==> src/rtl/turf_generic_pkg.sv <==
// turf_generic_pkg: shared types and constants for the TURF generic responder
package turf_generic_pkg;
   typedef enum logic [1:0] {ST_IDLE, ST_LOCAL, ST_EXT, ST_ACK} state_t;
   localparam logic [3:0] IDX_ID        = 4'd0;
   localparam logic [3:0] IDX_SCRATCH   = 4'd1;
   localparam logic [3:0] IDX_CTRL_BASE = 4'd2;
   localparam logic [3:0] IDX_ERRCNT    = 4'd7;
   localparam logic [3:0] IDX_STAT_BASE = 4'd8;
   localparam logic [31:0] BUS_ERR_DATA = 32'hDEADDEAD;
   localparam int LOCAL_ADR_BITS = 4;
endpackage

==> src/rtl/turf_generic_resp.sv <==
// turf_generic_resp: generic-bus responder with local register bank and timed external port
module turf_generic_resp
   import turf_generic_pkg::*;
#(
   parameter int NCTRL = 4,
   parameter int NSTAT = 4,
   parameter logic [31:0] ID_VALUE = 32'h54524650,
   parameter int WAIT_STATES = 0,
   parameter int TIMEOUT = 255
) (
   input  logic                  clk,
   input  logic                  rst,
   input  logic                  s_en_i,
   input  logic                  s_wr_i,
   output logic                  s_ack_o,
   input  logic [27:0]           s_adr_i,
   input  logic [31:0]           s_dat_i,
   output logic [31:0]           s_dat_o,
   output logic [32*NCTRL-1:0]   ctrl_o,
   input  logic [32*NSTAT-1:0]   stat_i,
   output logic                  ext_en_o,
   output logic                  ext_wr_o,
   output logic [27:0]           ext_adr_o,
   output logic [31:0]           ext_dat_o,
   input  logic                  ext_ack_i,
   input  logic [31:0]           ext_dat_i,
   output logic                  err_o
);
   state_t      state;
   logic [3:0]  wcnt;
   logic [15:0] tcnt;
   logic [7:0]  errcnt;
   logic [31:0] scratch;
   logic [31:0] rdata;
   logic [3:0]  idx;
   // The ext_* registers double as the request latch for local accesses too.
   assign idx = ext_adr_o[3:0];
   // Local register read mux, unmapped indices return zero.
   always_comb begin
      rdata = '0;
      if (idx == IDX_ID) rdata = ID_VALUE;
      if (idx == IDX_SCRATCH) rdata = scratch;
      if (idx == IDX_ERRCNT) rdata = {24'd0, errcnt};
      for (int k = 0; k < NCTRL; k++) if (idx == IDX_CTRL_BASE + 4'(k)) rdata = ctrl_o[32*k +: 32];
      for (int k = 0; k < NSTAT; k++) if (idx == IDX_STAT_BASE + 4'(k)) rdata = stat_i[32*k +: 32];
   end
   // Transaction FSM, register bank and error counter.
   always_ff @(posedge clk or negedge rst) begin
      if (!rst) begin
         state <= ST_IDLE;
         s_ack_o <= 1'b0;
         s_dat_o <= '0;
         ctrl_o <= '0;
         ext_en_o <= 1'b0;
         ext_wr_o <= 1'b0;
         ext_adr_o <= '0;
         ext_dat_o <= '0;
         err_o <= 1'b0;
         wcnt <= '0;
         tcnt <= '0;
         errcnt <= '0;
         scratch <= '0;
      end else begin
         case (state)
            ST_IDLE: if (s_en_i) begin
               ext_wr_o <= s_wr_i;
               ext_adr_o <= s_adr_i;
               ext_dat_o <= s_dat_i;
               wcnt <= 4'(WAIT_STATES);
               tcnt <= '0;
               state <= (s_adr_i[27:LOCAL_ADR_BITS] == '0) ? ST_LOCAL : ST_EXT;
               ext_en_o <= (s_adr_i[27:LOCAL_ADR_BITS] != '0);
            end
            ST_LOCAL: if (wcnt != '0) wcnt <= wcnt - 4'd1;
            else begin
               state <= ST_ACK;
               s_ack_o <= 1'b1;
               s_dat_o <= rdata;
               if (ext_wr_o && idx == IDX_SCRATCH) scratch <= ext_dat_o;
               if (ext_wr_o && idx == IDX_ERRCNT) errcnt <= '0;
               for (int k = 0; k < NCTRL; k++) if (ext_wr_o && idx == IDX_CTRL_BASE + 4'(k)) ctrl_o[32*k +: 32] <= ext_dat_o;
            end
            ST_EXT: if (ext_ack_i || tcnt == 16'(TIMEOUT - 1)) begin
               state <= ST_ACK;
               ext_en_o <= 1'b0;
               s_ack_o <= 1'b1;
               s_dat_o <= ext_ack_i ? ext_dat_i : BUS_ERR_DATA;
               err_o <= !ext_ack_i;
               if (!ext_ack_i && errcnt != 8'hFF) errcnt <= errcnt + 8'd1;
            end else tcnt <= tcnt + 16'd1;
            ST_ACK: begin
               state <= ST_IDLE;
               s_ack_o <= 1'b0;
               err_o <= 1'b0;
            end
         endcase
      end
   end
endmodule

==> config.mk <==
export PLATFORM = sky130hd
export DESIGN_NAME = turf_generic_resp
export DESIGN_NICKNAME = d
export VERILOG_FILES = /design/src/rtl/turf_generic_pkg.sv /design/src/rtl/turf_generic_resp.sv
export SDC_FILE = /design/constraint.sdc
export NUM_CORES = 1
export LEC_CHECK = 0
export CORE_MARGIN = 4
export CORE_UTILIZATION = 43
export CTS_CLUSTER_DIAMETER = 150
export CTS_CLUSTER_SIZE = 24
export DETAILED_ROUTE_END_ITERATION = 7
export PLACE_DENSITY = 0.78
export SKIP_LAST_GASP = 1
export SLEW_MARGIN = 10
export SYNTH_ARGS = -nofsm -noshare
export SYNTH_HDL_FRONTEND = slang
export SYNTH_SLANG_ARGS = --single-unit
==> constraint.sdc <==
create_clock -name clk -period 2.2 [get_ports clk]
set_input_delay 0.33 -clock clk [delete_from_list [all_inputs] [get_ports clk]]
set_output_delay 0.33 -clock clk [all_outputs]
set_load 0.02 [all_outputs]
# [Word level (Yosys, flattened, before mapping)]
# Index checks and enable logic that the tools add are counted.
[op_classes] addsub=3 eq_ne=22 muxes=39 bitwise=1 n_reduce_logical=33
[op_table] op="$mux W32" count=13
[op_table] op="$pmux W32 S2" count=1
[op_table] op="$reduce_and A3 Y1" count=11
[op_table] op="$mux W16" count=2
[op_table] op="$mux W8" count=4
[op_table] op="$pmux W16 S2" count=1
[op_table] op="$mux W31" count=1
[op_table] op="$logic_not A24 Y1" count=1
[op_table] op="$reduce_bool A24 Y1" count=1
[op_table] op="$add A16 B1 Y16 const B" count=1
[op_table] op="$eq A16 B8 Y1 const B" count=1
[op_table] op="$eq A4 B4 Y1 const B" count=4
[op_table] op="$pmux W8 S2" count=1
[op_table] op="$ne A2 B2 Y1 const B" count=7
[op_table] op="$eq A4 B3 Y1 const B" count=3
[op_table] op="$add A8 B1 Y8 const B" count=1
[op_table] op="$eq A4 B2 Y1 const B" count=2
[op_table] op="$mux W2" count=4
[op_table] op="$mux W4" count=2
[op_table] op="$ne A8 B8 Y1 const B" count=1
[op_table] op="$pmux W2 S4" count=1
[op_table] op="$pmux W4 S2" count=1
[op_table] op="$reduce_bool A2 Y1" count=4
[op_table] op="$logic_and A1 B1 Y1" count=7
[op_table] op="16 further kinds" count=23
[totals] regBits=286 inputBits=225 output_inout_bits=224 elab_cells=114

# [Logic depth before layout (Yosys ltp)]
# Gate-level depths: netlist of run 1.
[logic_depth] depth_word=14 depth_mapped=10 ltp_nobuf=8

# [Worst setup path before layout of run 1]
# OpenSTA, ideal clock, no wires.
[synth_timing] path_kind="register to register" startpoint="reg wcnt[0]" endpoint="reg ctrl_o[68]" setup_ns=0.125 t_arrival_ns=1.971 required_time_ns=2.075 slack_ns=0.104 stages_incl_launch_ff=8 path_buffers=1 synth_period_minus_slack_ns=2.096 path_cell_list="dfrtp_1 > inv_1 > ha_1 > nor3b_4 > nand3_2 > nor4_4 > buf_6 > mux2_2"
[synth_between] elab_chain_len=3
[synth_rtl] element="from (decl)" line="turf_generic_resp.sv:30" text="logic [3:0] wcnt;"
[synth_rtl] element="from (signal assigned)" line="turf_generic_resp.sv:69" text="wcnt <= 4'(WAIT_STATES);"
[synth_rtl] element="from (signal assigned)" line="turf_generic_resp.sv:74" text="ST_LOCAL: if (wcnt != '0) wcnt <= wcnt - 4'd1;"
[synth_rtl] element="$reduce_bool A4 Y1" line="turf_generic_resp.sv:74"
[synth_rtl] element="$not A1 Y1 (no line)"
[synth_rtl] element="$reduce_and A3 Y1 (no line)"
[synth_rtl] element="to (signal assigned)" line="turf_generic_resp.sv:53" text="ctrl_o <= '0;"
[synth_rtl] element="to (decl)" line="turf_generic_resp.sv:19" text="output logic [32*NCTRL-1:0] ctrl_o,"
# Every way passes these cells.
# A chain may end at the register's enable or synchronous reset.

# [Worst setup path in the final report of run 1]
[layout_timing] startpoint="reg wcnt[1]" endpoint="reg ctrl_o[100]"
# Same word-level chain as after synthesis.

==> results of run 1 <==
[worst max-delay path by stage]
stage | start | endpoint | slack (ns) | cells after the start
floorplan | wcnt[0]$_DFFE_PN0P_ | ctrl_o[68]$_DFFE_PN0P_ | 0.10 | 7
finish | wcnt[1]$_DFFE_PN0P_ | ctrl_o[100]$_DFFE_PN0P_ | -0.01 | 10
global route | wcnt[1]$_DFFE_PN0P_ | ctrl_o[112]$_DFFE_PN0P_ | -0.08 | 10
CTS | ext_adr_o[1]$_DFFE_PN0P_ | s_dat_o[7]$_DFFE_PN0P_ | -0.03 | 8
detailed placement | ext_adr_o[1]$_DFFE_PN0P_ | s_dat_o[7]$_DFFE_PN0P_ | -0.40 | 8
global placement | ext_adr_o[1]$_DFFE_PN0P_ | s_dat_o[7]$_DFFE_PN0P_ | -0.36 | 8
[tightest hold or removal path, cell delays in order]
cell and delay [ns]:
clkdlybuf4s50_1 0.41, nand2_1 0.05, o21ai_0 0.06
[layout by cell type (no fill, tap or decap), drive strengths merged, types with 7 or more instances in the layout]
cell,n
a2111oi,11
a211oi,13
a21oi,78
a22o,9
a22oi,16
a31oi,8
and2,7
and3,12
buf,140
clkbuf,24
clkdlybuf4s50,445
dfrtp,286
ha,9
inv,17
mux2,236
mux2i,41
nand2,75
nand2b,8
nand3,17
nand4,9
nor2,99
nor2b,7
nor3,18
nor4,14
o21ai,90
o221ai,18
o22ai,18
xor2,14
[area by class of cell]
type                    count  area (µm²)  share of cell area, %
inverters                  17        66.3                  0.312
clock buffers              17         393                   1.85
clock inverters             1        8.76                 0.0412
flip-flops and latches    286        7170                   33.7
well taps                 442         553                   2.60
repair buffers            597        6120                   28.8
multi-input cells         887        6940                   32.7
diodes                      2        5.00                 0.0235
[sequential cells by signal, summed over array words and instances, names as in the netlist]
signal and flops:
ctrl_o 128, ext_en_o 1, ext_wr_o 1, tcnt 16, s_dat_o 32, state 2, errcnt 8, s_ack_o 1
ext_adr_o 28, wcnt 4, scratch 32, err_o 1, ext_dat_o 32
[power by group]
group	switching, µW	total, µW	leakage, µW	internal, µW
logic	8860	16600	0.00517	7750
clock network	1740	3020	0.000198	1290
registers	1750	8650	0.00373	6900
[kinds of logic (layout without fill, tap and decap cells)]
logic type / Yosys count / in the layout / share of synthesized area [%]
simple gates: 280 / 280 / 9.57
buf+inv: 102 / 632 / 3.60
fa+ha+maj: 9 / 9 / 0.784
mux: 280 / 280 / 21.9
flops: 286 / 286 / 49.8
compound gates: 304 / 304 / 13.5
other cells: 0 / 2 / 0
xor+xnor: 14 / 14 / 0.854
[per-stage QoR]
step           TNS [ns]  util, %  worst slack (ns)  hold WS, ns  std cells
2_1_floorplan         0        -             0.104       0.0344       1275
3_3_place_gp      -1.04     61.4            -0.361        0.336       2195
3_5_place_dp      -1.39     61.4            -0.397        0.337       2195
4_1_cts         -0.0752     63.2           -0.0321        0.350       2219
5_1_grt           -1.77     65.0           -0.0832        0.386       2249
6_report        -0.0924     65.0           -0.0134        0.364       2249
[metal layers]
| layer | GRT usage, % | share of wire (%) | up-vias |
|---|---|---|---|
| li1 | - | - | 5744 |
| met5 | 0 | 0.014 | - |
| met2 | 48.1 | 47 | 615 |
| met3 | 7.93 | 8.6 | 115 |
| met4 | 9.75 | 3.8 | 2 |
| met1 | 38.6 | 40 | 6619 |
[what timing repair did]
item | in CTS | in global routing
setup endpoints to repair | 49 | 187
setup buffers | 2 | 20
pin swaps | 1 | 20
endpoints found under the hold margin | 56 | 0
cloned | 3 | 8
gates resized for setup | 23 | 58
hold buffers | 1 | 0
==> impl_metrics.py, run 1 <==
metrics = {
    "clock_network": {
        "cts_inserted_buffers": 15,
        "ctsLongestPathBuffers": 3,
        "htree_levels": 1,
        "clk_latency_ns": 0.53,
        "cts_tree": "done",
        "clkTransAtPathRegs_ns": 0.11,
        "cts.sinks": 286,
        "root_buffer": "clkbuf_16",
    },
    "logic_synthesis": {
        "synth_ff_type": "dfrtp_1",
        "netlist-cell-type-count": 68,
        "synthTopCellsByArea": "dfrtp_1 (50%), mux2_2 (18%), o21ai_0 (3.0%)",
        "synth-seq-cells": 286,
        "ys_warn_count": 0,
        "synth_edf_count": 0,
        "synth_top_area_share_pct": 49.8,
        "synth.yosys.seq_area_share_pct": 49.8,
        "synth_area_mm2": 0.0144,
        "synth_commonest_cells": "dfrtp_1 (286), mux2_2 (229), nor2_1 (97), o21ai_0 (86), a21oi_1 (78)",
        "yosysMostFrequentCell": "dfrtp_1",
        "syn_nets": 1509,
        "synthArstFlopShare_pct": 100,
        "synth_area_leader_cell": "dfrtp_1",
        "syn_inst": 1275,
        "syn_avg_cell_area_um2": 11.3,
    },
    "worst_setup_path": {
        "cp_num_buf_inv": 5,
        "cp_max_fo": 12,
        "worstPathRequired_ns": 2.60,
        "crit_slowest_cell": "dfrtp_1",
        "cp_top_family": "buffers and inverters",
        "critPathLaunchType": "flop",
        "cp.arrival_ns": 2.62,
        "reg2reg_depth": 10,
        "critPathMostFrequentCell": "buf_12",
        "r2r_setup_slack_ns": -0.01,
        "slowest_delay_ns": 0.39,
        "path_cells": "inv_1 -> ha_2 -> nor3b_4 -> nand3_4 -> buf_12 -> buf_6 -> nor2_4 -> buf_12 -> buf_12 -> mux2_2",
        "cp-end-kind": "flop",
        "worstSetupPathType": "flop to flop",
        "timing.rr.end": "ctrl_o[100]$_DFFE_PN0P_",
        "rr_startpoint": "wcnt[1]$_DFFE_PN0P_",
    },
    "sta": {
        "hold_viol": 0,
        "fin_crit_sh_pct": 101,
        "setup_viol": 15,
        "clock_skew_ns": 0.0367,
        "relSlewSlack_pct": 61.3,
        "min_period_ns": 2.21,
        "drv_slew": 0,
        "rsz0062_at_grt": "true",
        "timing.fmax_mhz": 452,
        "fin_ws_ns": -0.0134,
        "tightest_slew_ns": 0.579,
    },
    "grt": {
        "track_usage_pct": 29.5,
        "grt_pass1_vias": 13212,
        "antenna_found_initial": 3,
        "grt_pass1_wl_mm": 82.4,
        "grt_max_degree": 65,
        "grt_overflow_total": 0,
    },
    "floorplan": {
        "die_area_mm2": 0.0364,
        "chipWidth_um": 191,
        "ios": 449,
        "die_h_um": 191,
        "initial_utilization_pct": 43.9,
        "fp-row-count": 66,
        "design.core.area_mm2": 0.0327,
    },
    "run_status": {
        "violations": "negative setup slack",
        "outcome": "complete, but fails checks",
    },
    "finish": {
        "synthToLayoutAreaGrowth_pct": 48.1,
        "fillCellCount": 2571,
        "drive_above_1_share_pct": 25.1,
        "fin_nets": 2038,
        "post-route-cell-area_mm2": 0.0213,
    },
    "route": {
        "num_vias": 13095,
        "first_pass_iters": 5,
        "routed_via_density": 5.82,
        "wl_per_cell_um": 25.8,
        "drc": 0,
        "ant_nets": 0,
        "totalWireLength_mm": 58.1,
        "first_iter_violations": 929,
    },
    "placement": {
        "placed_area_mm2": 0.0201,
        "place_congestion": 0.932,
        "hpwlAfterDp_mm": 42.4,
        "port_buffers": 448,
    },
    "job": {
        "maxCapViolations": 0,
    },
    "min_path": {
        "hold_start": "s_adr_i[0]",
        "hold_end": "ext_adr_o[0]$_DFFE_PN0P_",
        "hp-class": "input pin to flop",
        "hold_depth": 3,
    },
    "pwr": {
        "p_leak_uw": 0.00910,
        "ir_drop_v": 0.000746,
        "p_total_uw": 28300,
        "p_per_area_mw_per_mm2": 1330,
    },
}
No activity file was read; power rests on OpenSTA's default activity.
==> inputs of run 2 (changes only) <==
--- a/config.mk
+++ b/config.mk
@@ -10,6 +10,7 @@
 export CTS_CLUSTER_DIAMETER = 150
 export CTS_CLUSTER_SIZE = 24
 export DETAILED_ROUTE_END_ITERATION = 7
+export MAX_ROUTING_LAYER = met4
 export PLACE_DENSITY = 0.78
 export SKIP_LAST_GASP = 1
 export SLEW_MARGIN = 10
==> run 2 against run 1 <==
The run still ends with negative setup slack left. Critical path type unchanged. Sequential cell count stayed put. Sequential power hardly changed. Clock power hardly changed. Critical endpoint is now s_dat_o[22]$_DFFE_PN0P_. Cell count is 0.53% lower. Wire length is 0.71% higher. Highest routed layer is now met4. Cell area is 0.75% lower. Die area stayed put. Sequential share of layout area is 0.25 points higher.
==> impl_metrics.py, run 2 (synthesis results as in run 1) <==
metrics = {
    "grt": {
        "track_usage_pct": 30.7,
        "grt_pass1_wl_mm": 83.3,
        "grt_pass1_vias": 13047,
        "grt_max_degree": 64,
        "antenna_found_initial": 3,
        "grt_overflow_total": 0,
    },
    "sta": {
        "clock_skew_ns": 0.0348,
        "setup_viol": 1,
        "hold_viol": 0,
        "min_period_ns": 2.26,
        "relSlewSlack_pct": 60.7,
        "fin_crit_sh_pct": 103,
        "tns_ns": -0.0587,
        "fin_ws_ns": -0.0587,
        "timing.fmax_mhz": 443,
        "tightest_slew_ns": 0.574,
        "rsz0062_at_grt": "true",
        "drv_slew": 0,
    },
    "floorplan": {
        "chipWidth_um": 191,
        "design.core.area_mm2": 0.0327,
        "die_area_mm2": 0.0364,
        "fp-row-count": 66,
        "die_h_um": 191,
        "ios": 449,
        "initial_utilization_pct": 43.9,
    },
    "route": {
        "num_vias": 13121,
        "routed_via_density": 5.87,
        "first_iter_violations": 1101,
        "first_pass_iters": 5,
        "dr_wl_met2_mm": 28.0,
        "wl_met3_mm": 4.22,
        "met1_length_mm": 24.4,
        "top_layer_used": "met4",
        "wl_per_cell_um": 26.1,
        "drc": 0,
        "totalWireLength_mm": 58.5,
        "ant_nets": 0,
    },
    "placement": {
        "hpwlAfterDp_mm": 42.9,
        "port_buffers": 448,
        "place_congestion": 0.942,
    },
    "finish": {
        "mostFrequentLayoutCell": "clkdlybuf4s50_1",
        "utilization_pct": 64.5,
        "regMostFlops": "ctrl_o",
        "fin_nets": 2024,
        "drive_above_1_share_pct": 24.5,
        "largest_reg_flops": 128,
        "layout.cells.most_common_list": "clkdlybuf4s50_1 (443), dfrtp_1 (282), mux2_2 (215)",
        "synthToLayoutAreaGrowth_pct": 47.0,
    },
    "clock_network": {
        "ctsLongestPathBuffers": 3,
        "clk_latency_ns": 0.52,
        "root_buffer": "clkbuf_16",
        "cts_inserted_buffers": 15,
        "clkTransAtPathRegs_ns": 0.11,
        "cts_tree": "done",
        "cts.sinks": 286,
        "htree_levels": 1,
    },
    "pwr": {
        "p_leak_uw": 0.00901,
        "p_per_area_mw_per_mm2": 1330,
        "ir_drop_v": 0.000829,
    },
    "job": {
        "maxCapViolations": 0,
    },
    "worst_setup_path": {
        "worstSetupPathType": "flop to flop",
        "cp.arrival_ns": 2.63,
        "cp_max_fo": 22,
        "worstPathRequired_ns": 2.57,
        "cp-end-kind": "flop",
        "critPathLaunchType": "flop",
    },
    "min_path": {
        "hp-class": "input pin to asynchronous set/reset pin",
    },
    "run_status": {
        "outcome": "complete, but fails checks",
        "violations": "negative setup slack",
    },
}
run 2: cell types whose count changed in the layout (fill, tap and decap cells not counted), moves of 3 or more:
cell / previous run / this run
buf_12: 22 / 19
mux2_2: 221 / 215
mux2_4: 8 / 16
buf_4: 105 / 96
run 2: area by class of cell:
type	count	area [µm²]
diodes	3	7.51
clock buffers	18	397
clock inverters	1	8.76
fillers	2582	11600
inverters	17	63.8
multi-input cells	887	6970
flip-flops and latches	286	7170
well taps	442	553
repair buffers	583	5940
run 2: worst paths after layout:
| kind | startpoint | endpoint | slack, ns | cells past startpoint |
|---|---|---|---|---|
| min | rst | ctrl_o[78]$_DFFE_PN0P_ | 0.38 | 2 |
| min in group clk | s_adr_i[2] | ext_adr_o[2]$_DFFE_PN0P_ | 0.38 | 3 |
| min reg2reg | s_dat_o[31]$_DFFE_PN0P_ | s_dat_o[31]$_DFFE_PN0P_ | 0.49 | 2 |
| max in group asynchronous | rst | s_dat_o[7]$_DFFE_PN0P_ | 1.08 | 3 |
| max | ext_adr_o[0]$_DFFE_PN0P_ | s_dat_o[22]$_DFFE_PN0P_ | -0.06 | 7 |
| max reg2reg | ext_adr_o[0]$_DFFE_PN0P_ | s_dat_o[22]$_DFFE_PN0P_ | -0.06 | 7 |
run 2: layer usage:
layer | up-vias | GRT usage [%]
met2 | 622 | 48.3
met4 | 0 | 9.03
met5 | - | -
met3 | 97 | 4.67
met1 | 6666 | 41.6
li1 | 5736 | -
run 2: stage by stage:
stage / cell area [µm²] / power [µW] / hold WS (ns) / setup WS, ns / instances
floorplan: 14400 / 16200 / 0.0344 / 0.104 / 1275
global placement: 20100 / 23800 / 0.320 / -0.390 / 2193
detailed placement: 20100 / 24100 / 0.320 / -0.434 / 2193
CTS: 20500 / 27300 / 0.349 / -0.0743 / 2213
global route: 21100 / 29400 / 0.390 / -0.0777 / 2237
finish: 21100 / 28100 / 0.375 / -0.0587 / 2237
run 2: critical path: stages (launching register included):
cell and delay (ns):
dfrtp_4 0.54, buf_4 0.36, nor2_1 0.13, buf_4 0.17, a2111oi_0 0.53, nor3_1 0.15
a21oi_1 0.15, o21ai_0 0.09
run 2: repair_timing:
| item | in CTS | in global routing |
|---|---|---|
| pin swaps | 1 | 11 |
| hold buffers | 1 | 0 |
| setup endpoints to repair | 58 | 185 |
| gates resized for setup | 24 | 60 |
| cloned | 0 | 11 |
| buffers inserted | 0 | 11 |
| hold endpoints to repair | 54 | 0 |
run 2: power by group:
part | total [µW] | leakage, µW | internal [µW] | switching (µW)
Combinational | 16400 | 0.00508 | 7570 | 8860
Clock | 3030 | 0.000199 | 1290 | 1730
Sequential | 8660 | 0.00373 | 6900 | 1760
Total | 28100 | 0.00901 | 15800 | 12400
==> inputs of run 3 (changes only) <==
==> constraint.sdc (replaced) <==
create_clock -name clk -period 2 [get_ports clk]
set_input_delay 0.3 -clock clk [delete_from_list [all_inputs] [get_ports clk]]
set_output_delay 0.3 -clock clk [all_outputs]
set_load 0.02 [all_outputs]
==> run 3 against run 2 <==
The flow still finishes with violations (negative setup slack). Setup slack worse by 0.15 ns. Largest power group unchanged. Global-route usage up 2.5 points. Critical path type unchanged. Highest routed layer unchanged. Sequential cell count unchanged.
==> impl_metrics.py, run 3 (synthesis results as in run 1) <==
metrics = {
    "route": {
        "first_pass_iters": 5,
        "wl_per_cell_um": 28.2,
        "drc": 0,
        "routed_via_density": 6.03,
        "num_vias": 14014,
        "first_iter_violations": 1405,
        "ant_nets": 0,
        "totalWireLength_mm": 65.5,
    },
    "worst_setup_path": {
        "critPathLaunchType": "flop",
        "r2r_setup_slack_ns": -0.21,
        "worstSetupPathType": "flop to flop",
        "cp.arrival_ns": 2.62,
        "worstPathRequired_ns": 2.41,
        "cp-end-kind": "flop",
        "cp_max_fo": 5,
    },
    "grt": {
        "grt_max_degree": 67,
        "antenna_found_initial": 3,
        "grt_pass1_wl_mm": 88.8,
        "grt_overflow_total": 0,
        "grt_pass1_vias": 13767,
        "track_usage_pct": 33.2,
    },
    "finish": {
        "regMostFlops": "ctrl_o",
        "fin_nets": 2110,
        "post-route-cell-area_mm2": 0.0234,
        "utilization_pct": 71.6,
        "mostFrequentLayoutCell": "clkdlybuf4s50_1",
        "drive_above_1_share_pct": 33.8,
        "largest_reg_flops": 128,
        "synthToLayoutAreaGrowth_pct": 63.0,
        "layout.cells.most_common_list": "clkdlybuf4s50_1 (427), dfrtp_1 (272), mux2_4 (162)",
    },
    "sta": {
        "fin_ws_ns": -0.209,
        "setup_viol": 167,
        "min_period_ns": 2.21,
        "rsz0062_at_grt": "true",
        "tns_ns": -11.30,
        "relSlewSlack_pct": 59.6,
        "worst_hold_slack_ns": 0.253,
        "drv_slew": 0,
        "timing.fmax_mhz": 453,
        "hold_viol": 0,
        "clock_skew_ns": 0.0284,
        "fin_crit_sh_pct": 110,
        "tightest_slew_ns": 0.603,
    },
    "job": {
        "maxCapViolations": 0,
    },
    "placement": {
        "placed_area_mm2": 0.0203,
        "hpwlAfterDp_mm": 43.6,
        "port_buffers": 448,
        "place_congestion": 0.962,
    },
    "run_status": {
        "violations": "negative setup slack",
        "outcome": "complete, but fails checks",
    },
    "pwr": {
        "p_leak_uw": 0.0101,
        "p_per_area_mw_per_mm2": 1510,
        "ir_drop_v": 0.00104,
    },
    "clock_network": {
        "cts_inserted_buffers": 15,
        "cts.sinks": 286,
        "cts_tree": "done",
        "htree_levels": 1,
        "clkTransAtPathRegs_ns": 0.11,
        "clk_latency_ns": 0.54,
        "ctsLongestPathBuffers": 3,
        "root_buffer": "clkbuf_16",
    },
    "floorplan": {
        "chipWidth_um": 191,
        "initial_utilization_pct": 43.9,
        "die_h_um": 191,
        "fp-row-count": 66,
        "ios": 449,
        "design.core.area_mm2": 0.0327,
        "die_area_mm2": 0.0364,
    },
    "min_path": {
        "hp-class": "input pin to asynchronous set/reset pin",
    },
}
==> run 3: changes by cell type in the layout (fill, tap and decap cells not counted), moves of 18 or more <==
cell     previous run  this run
o21ai_0            84        51
mux2_4             16       162
mux2_2            215        74
o21ai_1             4        22
buf_12             19        39
buf_4              96       129
buf_6               7        30
==> run 3: cell type report <==
| type | instances | area [µm²] |
|---|---|---|
| well taps | 442 | 553 |
| clock inverters | 1 | 8.76 |
| repair buffers | 669 | 7120 |
| clock buffers | 19 | 400 |
| diodes | 3 | 7.51 |
| inverters | 17 | 73.8 |
| multi-input cells | 887 | 8070 |
| flip-flops and latches | 286 | 7180 |
| fillers | 2296 | 9300 |
==> run 3: final timing paths <==
path | from | to | cells past startpoint
setup / recovery | tcnt[0]$_DFFE_PN0P_ | s_dat_o[25]$_DFFE_PN0P_ | 9
max in group asynchronous | rst | tcnt[11]$_DFFE_PN0P_ | 4
min in group clk | s_adr_i[0] | ext_adr_o[0]$_DFFE_PN0P_ | 3
setup reg to reg | tcnt[0]$_DFFE_PN0P_ | s_dat_o[25]$_DFFE_PN0P_ | 9
hold reg to reg | s_dat_o[4]$_DFFE_PN0P_ | s_dat_o[4]$_DFFE_PN0P_ | 2
hold / removal | rst | ext_dat_o[25]$_DFFE_PN0P_ | 2
==> run 3: worst max-delay path, stage by stage (launching register included) <==
cell and delay (ns):
dfrtp_1 0.40, inv_1 0.07, ha_2 0.17, and4b_1 0.22, nand4_1 0.15, buf_4 0.19, a211oi_4 0.25, buf_6 0.16
buf_12 0.13, mux2_2 0.34
==> run 3: what timing repair did <==
| item | 4_1_cts | 5_1_grt |
|---|---|---|
| pin swaps | 21 | 50 |
| buffers inserted | 29 | 44 |
| endpoints found under the hold margin | 30 | 0 |
| endpoints found under the setup margin | 210 | 232 |
| hold buffers | 1 | 0 |
| resized for setup | 169 | 315 |
| cloned | 16 | 11 |
==> run 3: metrics by stage <==
stage / total power [µW] / std cells / worst slack (ns)
after floorplan: 17800 / 1275 / -0.0883
after global placement: 26500 / 2217 / -0.558
after detailed placement: 26800 / 2217 / -0.467
after CTS: 32100 / 2283 / -0.156
after global routing: 36700 / 2324 / -0.288
final: 35400 / 2324 / -0.209
==> run 3: layer usage <==
layer	up-vias	routed length (µm)	GRT usage (%)
met5	-	0	-
met4	0	3490	12.3
met3	200	5650	5.25
met2	844	30600	52.1
met1	7078	25800	43.8
li1	5892	-	-
==> run 3: where the power goes <==
group	switching, µW	total (µW)	internal (µW)
Sequential	2140	9750	7610
Clock	2010	3440	1430
Combinational	11300	22200	10900
Total	15500	35400	19900
